<file path="src/rtl/sd_rrsched.sv">
// Round-robin scheduler sharing one srdy/drdy datapath among `inputs` requesters, with optional packet lock.
// One registered output stage: 1-cycle latency, full throughput; p_drdy low holds the word and stalls every c_drdy.
module sd_rrsched #(
    parameter int width  = 8,
    parameter int inputs = 4,
    parameter int lock   = 1
) (
    input  logic                      clk,
    input  logic                      reset,
    input  logic [inputs-1:0]         c_srdy,
    output logic [inputs-1:0]         c_drdy,
    input  logic [inputs*width-1:0]   c_data,
    input  logic [inputs-1:0]         c_eop,
    output logic                      p_srdy,
    input  logic                      p_drdy,
    output logic [width-1:0]          p_data,
    output logic                      p_eop,
    output logic [inputs-1:0]         p_grant
);

    localparam int PW = (inputs > 1) ? $clog2(inputs) : 1;
    localparam logic [PW-1:0] LAST = PW'(inputs - 1);
    localparam bit LOCK_EN = (lock != 0);

    logic [PW-1:0]     ptr;
    logic [PW-1:0]     lock_idx;
    logic              locked;
    logic [PW-1:0]     win;
    logic [PW-1:0]     nxt_ptr;
    logic [inputs-1:0] win_oh;
    logic [width-1:0]  win_data;
    logic              win_eop;
    logic              ld;
    logic              xfer;

    // Scan from ptr with explicit wrap so non-power-of-2 counts never visit unused indices.
    always_comb begin : arbitrate
        logic          found;
        logic [PW-1:0] idx;
        win   = ptr;
        found = 1'b0;
        idx   = ptr;
        for (int k = 0; k < inputs; k++) begin
            if (!found && c_srdy[idx]) begin
                win   = idx;
                found = 1'b1;
            end
            idx = (idx == LAST) ? '0 : idx + PW'(1);
        end
        if (locked) begin
            win = lock_idx;
        end
    end

    always_comb begin : select
        win_oh   = '0;
        win_data = '0;
        win_eop  = 1'b0;
        for (int i = 0; i < inputs; i++) begin
            if (win == PW'(i)) begin
                win_oh[i] = 1'b1;
                win_data  = c_data[i*width +: width];
                win_eop   = c_eop[i];
            end
        end
    end

    assign ld      = !p_srdy || p_drdy;
    assign c_drdy  = win_oh & c_srdy & {inputs{ld && !reset}};
    assign xfer    = |c_drdy;
    assign nxt_ptr = (win == LAST) ? '0 : win + PW'(1);

    always_ff @(posedge clk or posedge reset) begin
        if (reset) begin
            p_srdy   <= 1'b0;
            p_data   <= '0;
            p_eop    <= 1'b0;
            p_grant  <= '0;
            ptr      <= '0;
            locked   <= 1'b0;
            lock_idx <= '0;
        end else begin
            if (xfer) begin
                p_srdy  <= 1'b1;
                p_data  <= win_data;
                p_eop   <= win_eop;
                p_grant <= win_oh;
                // Mid-packet words pin the grant; pointer only advances when the grant is released.
                if (LOCK_EN && !win_eop) begin
                    locked   <= 1'b1;
                    lock_idx <= win;
                end else begin
                    locked <= 1'b0;
                    ptr    <= nxt_ptr;
                end
            end else if (p_drdy) begin
                p_srdy <= 1'b0;
            end
        end
    end

endmodule

</file>
<file path="config.mk">
export PLATFORM = sky130hd
export DESIGN_NAME = sd_rrsched
export DESIGN_NICKNAME = d
export VERILOG_FILES = /design/src/rtl/sd_rrsched.sv
export SDC_FILE = /design/constraint.sdc
export NUM_CORES = 1
export LEC_CHECK = 0
export CAP_MARGIN = 30
export CORE_UTILIZATION = 43
export CTS_CLUSTER_DIAMETER = 40
export DETAILED_ROUTE_END_ITERATION = 10
export PLACE_DENSITY_LB_ADDON = 0.3
export SLEW_MARGIN = 20
export SYNTH_ARGS = -nofsm -noshare
export SYNTH_HDL_FRONTEND = slang
export SYNTH_SLANG_ARGS = --single-unit
export TNS_END_PERCENT = 10
</file>
<file path="constraint.sdc">
create_clock -name clk -period 4.9 [get_ports clk]
set_input_delay 0.735 -clock clk [delete_from_list [all_inputs] [get_ports clk]]
set_output_delay 0.735 -clock clk [all_outputs]
set_load 0.05 [all_outputs]
</file>
# Word level (Yosys, flattened, before mapping)
# Index checks and enable logic that the tools add are counted.
# totals
regBits	19
in_bits	43
elab_cells	73
# op_classes
n_addsub	4
n_lt_le_gt_ge	4
eq_ne	6
mux	34
n_bitwise	3
reduce_logical	15
# ops
operator	n
2-to-1 mux 8 bit	4
2-to-1 mux 1 bit	18
2-to-1 mux 2 bit	8
< comparator 2 x 3 -> 1 bit (second input constant)	4
equality test 2 bit (second input constant)	5
adder 2 x 1 -> 2 bit (second input constant)	4
AND 4 bit	2
binary-select mux 1 bit (select 2 bit)	4
logical NOT 1 bit	5
logical AND 1 bit	4
AND reduction 2 bit	2
OR reduction 4 bit	1
equality test 2 x 1 -> 1 bit (second input constant)	1
logical NOT 2 bit	1
nonzero test 2 bit	1
logical OR 1 bit	1
NOT 1 bit	1

# Depth between registers and ports, before layout
# Gate-level depths: netlist (run 1).
# logic_depth
depth_word	20
depth_mapped	16

# Least setup slack after synthesis (run 1)
# No wires, ideal clock.
# synth_path
path_type	register -> register
startpoint	register ptr[0]
endpoint	register lock_idx[0]
setup_time_ns	0.128
arrival_ns	3.713
setup_slack_ns	1.060
stages_incl_launch_ff	16
path_buffers	1
period_less_slack_ns	3.840
cell_sequence	dfrtp_1 > ha_1 > or3_4 > a221o_1 > a211oi_2 > o2bb2ai_1 > a31oi_2 > inv_1 > ha_1 > nor2b_1 > clkbuf_1 > a221oi_1 > nor3_1 > a21oi_1 > nor3b_1 > mux2_1
# synth_via
elab_cells_between_ends	47
classes_between	3 x add/sub; 6 x eq/ne; 26 x mux; 3 x bitwise; 9 x reduce/logical
# synth_lines
element	line	text
start: declaration	25	logic [PW-1:0] ptr;
start signal: assignment	94	ptr <= nxt_ptr;
parallel branches: the longest is 11 deep, another holds adder 2 x 1 -> 2 bit	n/a	
2-to-1 mux 2 bit (*)	44	if (!found && c_srdy[idx]) begin
2-to-1 mux 2 bit (*)	50	if (locked) begin
named net win[0]	28	logic [PW-1:0] win;
logical NOT 2 bit (*)	60	if (win == PW'(i)) begin
2-to-1 mux 1 bit (*)	60	
named net win_oh[0]	30	logic [inputs-1:0] win_oh;
AND 4 bit (*) (2 in a row)	69	assign c_drdy = win_oh & c_srdy & {inputs{ld && !reset}};
OR reduction 4 bit (*)	70	assign xfer = |c_drdy;
AND reduction 2 bit (no source line) (*)	n/a	
end signal: assignment	91	lock_idx <= win;
end: declaration	26	logic [PW-1:0] lock_idx;
# Mark *: on every way through the listed nets, which the timed path passes. The select of a mux whose other input is x is not followed.
# A chain may end at the register's enable or synchronous reset.

# Final worst setup path (run 1)
# layout_path
startpoint	register ptr[1]
endpoint	register lock_idx[1]
# Same word-level chain as after synthesis.

==> out/metrics.csv, run 1 <==
metric;value;unit
DR vias;1453;
global-route wire length before repair;6260;um
clk slew on worst S/H paths;120;ps
Top Ports;61;
part of the cycle the worst path needs;0.879;
CP Max Fanout;14;
post-CTS setup buffer count;0;
Layout area overhead;47.7;%
Distinct cells, synth;41;
CP arrival;4490;ps
commonest non-fill, non-tap cell in the layout;clkdlybuf4s50_1;
Clock Tree Root;clkbuf_4;
syn nets;214;
Min-Delay Path Class;register to register;
H-tree levels;1;
total grt overflow;0;
Post-Synthesis Cells;166;
vias in the first global route;1375;
Die ar.;3710;um^2
Die Y;60.9;um
Die W;60.9;um
Initial Utilization;0.447;
final instance area;2200;um^2
Post-DP HPWL;3170;um
reg2reg path depth;14;
initial antenna violation count;0;
start point of the worst hold path;p_data[3];
status;complete, no violations;
final setup fails;0;
CTS tree;done;
Seq cells post-synth;19;
layout cell share with drive strength beyond 1;0.102;
max_cap viols;0;
Rel. slew slack;0.655;
Async S/R FF share, synth;1.00;
leakage;0.933;nW
end of the worst hold path;p_data[3];
most frequent cells in the layout;clkdlybuf4s50_1 (56), dfrtp_1 (19), nand2_1 (12);
Tmin final;4310;ps
Final GP Congestion;0.814;
VDD IR max;0.471;mV
Num CTS Buffers;3;
Syn Area/Cell;8.98;um^2
Fmax;0.232;GHz
pwr dens;843;nW/um^2
initial DRC count;100;
final worst slack;593;ps
Hold WS;501;ps
DP Area;2180;um^2
crit path capture type;register;
GRT Total Usage;0.222;
Clock Path Buffers;2;
number of iterations in the first detailed-routing pass;4;
Synth Cell Area;1490;um^2
row count;21;
final hold vios;0;
reg2reg start;ptr[1];
Placement Setup Slack;273;ps
EDFF count, synth;0;
sequential area share after synthesis;0.319;
CP Data Required Time;5090;ps
clk sinks;19;
setup TNS;0;ps
r2r setup slk;590;ps
Critical R2R Capture;lock_idx[1];
hold_buf cts;0;
WL per Instance;14.7;um
routed wire length;3980;um
# port buffers;60;
DRC;0;
depth of the worst hold-timing path;2;
ys flop type;dfrtp_1;
Worst Setup Start Kind;register;
Ys Warns;0;
core area;3340;um^2
nets@finish;274;
slew of the pin with the lowest slew margin;513;ps
antenna cell count;0;
pin count of the biggest net entering global routing;21;
Crit Path Class;register to register;
RSZ-0062 raised after global routing;false;
Final Skew;1.36;ps
worst skew pair latency;290;ps
Final Max Tran Viols;0;
Resize count post-CTS;0;
ANT nets after route;0;
vias per std cell;5.36;
==> sequential cells by signal, summed over array words and instances (netlist names) <==
| name | count |
|---|---|
| lock_idx | 2 |
| ptr | 2 |
| p_grant | 4 |
| p_srdy | 1 |
| locked | 1 |
| p_eop | 1 |
| p_data | 8 |
==> how the worst max path moves through the flow <==
stage,startpoint,slack (ps),end,cells past startpoint
after floorplan,ptr[0],1060,lock_idx[0],15
after global placement,c_srdy[2],500,p_grant[1],12
after detailed placement,c_srdy[2],270,lock_idx[1],14
after CTS,c_srdy[2],580,lock_idx[1],14
after global routing,ptr[1],410,lock_idx[0],14
final,ptr[1],590,lock_idx[1],14
==> metrics by stage <==
stage / cells / util / power, mW
final: 271 / 0.660 / 1.86
after global routing: 271 / 0.660 / 1.99
after CTS: 271 / 0.660 / 1.86
after detailed placement: 267 / 0.652 / 1.77
after global placement: 267 / 0.652 / 1.72
after floorplan: 166 / - / 1.35
==> worst max-delay path, cell delays in order, from the launching register on <==
cell       delay (ps)
dfrtp_1           500
ha_1              480
or3_4             430
a221o_1           390
a211oi_2          230
o2bb2ai_1         130
a31oi_2           320
inv_1             130
ha_1              240
nor2b_1           150
a221oi_1          230
nor3_1             90
a21oi_1           170
nor3b_1           340
mux2_1            370
==> cells in the mapped netlist, drive strengths merged, types with 2 or more instances <==
master / instances / area, um^2
clkbuf: 7 / 26.3
nor4: 2 / 27.5
inv: 10 / 37.5
mux2: 8 / 90.1
dfrtp: 19 / 475
a31oi: 4 / 31.3
nand3b: 2 / 15.0
nor3: 10 / 50.1
and3: 4 / 25.0
buf: 6 / 35.0
or3b: 2 / 17.5
mux2i: 7 / 70.1
a221oi: 9 / 78.8
nor3b: 5 / 37.5
o211ai: 3 / 22.5
and3b: 3 / 26.3
nor2b: 11 / 68.8
nor2: 3 / 11.3
a21oi: 11 / 55.1
o21ai: 10 / 50.0
nand2: 12 / 45.0
ha: 5 / 62.6
o21a: 2 / 15.0
==> where the power goes <==
part	leakage [nW]	internal [mW]	total (mW)	switching, mW
Combinational	0.678	0.632	1.49	0.862
Sequential	0.237	0.233	0.281	0.0478
Clock	0.0177	0.0303	0.0815	0.0513
==> metal layers <==
| metal | wire (um) | up-vias | GRT usage |
|---|---|---|---|
| met1 | 1700 | 682 | 0.292 |
| li1 | - | 731 | - |
| met5 | 0 | - | 0 |
| met2 | 2060 | 38 | 0.380 |
| met3 | 208 | 2 | 0.0512 |
| met4 | 16 | 0 | 0.0325 |
==> final cells by class <==
type	instances	area [um^2]
inverter	10	37.5
timing repair buffer	68	688
clock inverter	1	5.00
sequential	19	475
multi-input combinational	124	917
clock buffer	3	22.5
tap	46	57.6
fill	283	1130
==> logic make-up after synthesis <==
logic type	synth area share
compound gates	0.213
simple gates	0.229
buf+inv	0.0663
flops	0.319
mux	0.125
fa+ha+maj	0.0419
xor+xnor	0.00587
Power figures use the tool's default switching activity.
==> run 2: changes to the inputs <==
--- a/config.mk
+++ b/config.mk
@@ -5,6 +5,7 @@
 export SDC_FILE = /design/constraint.sdc
 export NUM_CORES = 1
 export LEC_CHECK = 0
+export ABC_CLOCK_PERIOD_IN_PS = 4900
 export CAP_MARGIN = 30
 export CORE_UTILIZATION = 43
 export CTS_CLUSTER_DIAMETER = 40
==> results of run 2 <==
Final layout, timing and power as in run 1 (identical DEF).
==> run 3: changes to the inputs <==
--- a/config.mk
+++ b/config.mk
@@ -7,7 +7,8 @@
 export LEC_CHECK = 0
 export ABC_CLOCK_PERIOD_IN_PS = 4900
 export CAP_MARGIN = 30
-export CORE_UTILIZATION = 43
+export CORE_UTILIZATION = 45
+export CTS_BUF_LIST = sky130_fd_sc_hd__clkbuf_4
 export CTS_CLUSTER_DIAMETER = 40
 export DETAILED_ROUTE_END_ITERATION = 10
 export PLACE_DENSITY_LB_ADDON = 0.3
==> out/metrics.csv, run 3 (synthesis results as in run 1) <==
metric;value;unit;change
Initial Utilization;0.481;;+0.0337
Worst Setup Start Kind;register;;
Top Ports;61;;unchanged
Die W;59.6;um;-2.2%
final worst slack;483;ps;-111 ps
fillers;247;;-13%
vias in the first global route;1427;;+3.8%
final setup fails;0;;unchanged
VDD IR max;0.535;mV;+14%
part of the cycle the worst path needs;0.901;;+0.0226
CTS tree;done;;
DR vias;1504;;+3.5%
CP Max Fanout;14;;unchanged
Multi-input gate area;917;um^2;unchanged
vias per std cell;5.57;;+3.9%
pwr dens;851;nW/um^2;+1.0%
pin count of the biggest net entering global routing;21;;unchanged
routed wire length;4050;um;+1.6%
number of iterations in the first detailed-routing pass;4;;unchanged
Die ar.;3550;um^2;-4.3%
Reg area;475;um^2;unchanged
# port buffers;60;;unchanged
leakage;0.953;nW;+2.1%
Final Core Density;0.713;;+0.0530
CP Data Required Time;4160;ps;-930 ps
Rel. slew slack;0.605;;-0.0502
clk sinks;19;;unchanged
worst skew pair latency;300;ps;about the same
ANT nets after route;0;;unchanged
antenna cell count;0;;unchanged
WL per Instance;15.0;um;+2.0%
Tmin final;4420;ps;+111 ps
commonest non-fill, non-tap cell in the layout;clkdlybuf4s50_1;;
CP arrival;3680;ps;-810 ps
status;complete, no violations;;
Num CTS Buffers;3;;unchanged
RSZ-0062 raised after global routing;false;;
Final Skew;2.22;ps;+0.855 ps
GRT Total Usage;0.240;;+0.0181
Final GP Congestion;0.890;;+9.4%
total grt overflow;0;;unchanged
layout cell share with drive strength beyond 1;0.102;;-0.000452
Regs by FF count;p_data x8, p_grant x4;;
H-tree levels;1;;unchanged
Clock Tree Root;clkbuf_4;;
clk slew on worst S/H paths;110;ps;about the same
initial antenna violation count;0;;unchanged
DRC;0;;unchanged
slew of the pin with the lowest slew margin;588;ps;+74.7 ps
Top reg by flops;p_data;;
final hold vios;0;;unchanged
Post-DP HPWL;3160;um;-0.39%
Placement Setup Slack;173;ps;-99.9 ps
Crit Path Class;register to output port;;
crit path capture type;output port;;
Clock Path Buffers;2;;unchanged
core area;3100;um^2;-7.0%
nets@finish;275;;+0.36%
row count;20;;-4.8%
Min-Delay Path Class;register to register;;
Largest register FFs;8;;unchanged
initial DRC count;74;;-26%
max_cap viols;0;;unchanged
setup TNS;0;ps;unchanged
global-route wire length before repair;6420;um;+2.6%
Die Y;59.6;um;-2.2%
Layout area overhead;48.4;%;
most frequent cells in the layout;clkdlybuf4s50_1 (56), dfrtp_1 (19), nand2_1 (12);;
Final Max Tran Viols;0;;unchanged
Fmax;0.226;GHz;-2.5%
-- run 3: final timing paths --
| kind | start | to | slack [ps] | cells after the start |
|---|---|---|---|---|
| max in group asynchronous | reset | p_data[3] | 3870 | 2 |
| worst max-delay path | ptr[1] | c_drdy[2] | 480 | 10 |
| min in group asynchronous | reset | p_data[2] | 730 | 2 |
| worst min register to register | p_data[3] | p_data[3] | 510 | 2 |
| worst max register to register | ptr[1] | p_grant[0] | 530 | 12 |
| worst min-delay path | p_data[3] | p_data[3] | 510 | 2 |
-- run 3: cell type report --
| class | count | area share |
|---|---|---|
| Multi-Input combinational cell | 124 | 0.414 |
| Timing Repair Buffer | 69 | 0.317 |
| Sequential cell | 19 | 0.215 |
| Tap cell | 44 | 0.0249 |
| Inverter | 10 | 0.0170 |
| Clock buffer | 3 | 0.0102 |
| Clock inverter | 1 | 0.00226 |
-- run 3: critical path, cell delays in order (launching register included) --
cell and delay [ps]:
dfrtp_1 490, ha_1 490, or3_4 440, a221o_1 390, a21oi_1 160, o32ai_1 110, mux2i_1 220, mux2_2 210
ha_1 360, and3_1 340, buf_12 170
-- run 3: power breakdown --
| part | internal (mW) | switching, mW | total, mW |
|---|---|---|---|
| Sequential | 0.233 | 0.0469 | 0.280 |
| Clock | 0.0305 | 0.0518 | 0.0823 |
| Combinational | 0.645 | 0.877 | 1.52 |
-- run 3: per-layer routing --
metal	vias to the layer above	global-route usage	part of all wire
li1	735	-	-
met1	701	0.296	0.43
met2	62	0.411	0.50
met3	6	0.0677	0.062
met4	0	0.0631	0.011
met5	-	0	0
-- run 3: per-stage QoR --
step                      area, um^2  cells  total power [mW]  hold slack, ps
after detailed placement        2180    266              1.78             484
after global placement          2180    266              1.74             469
final                           2210    270              1.88             510
after global routing            2210    270              2.03             540
after CTS                       2210    270              1.88             516
after floorplan                 1490    166              1.35             459
-- run 3: repair_timing --
| action | 4_1_cts | 5_1_grt |
|---|---|---|
| hold buffers | 0 | 0 |
| setup endpoints to repair | 0 | 1 |
| setup buffers | 0 | 0 |
| resized for setup | 0 | 1 |
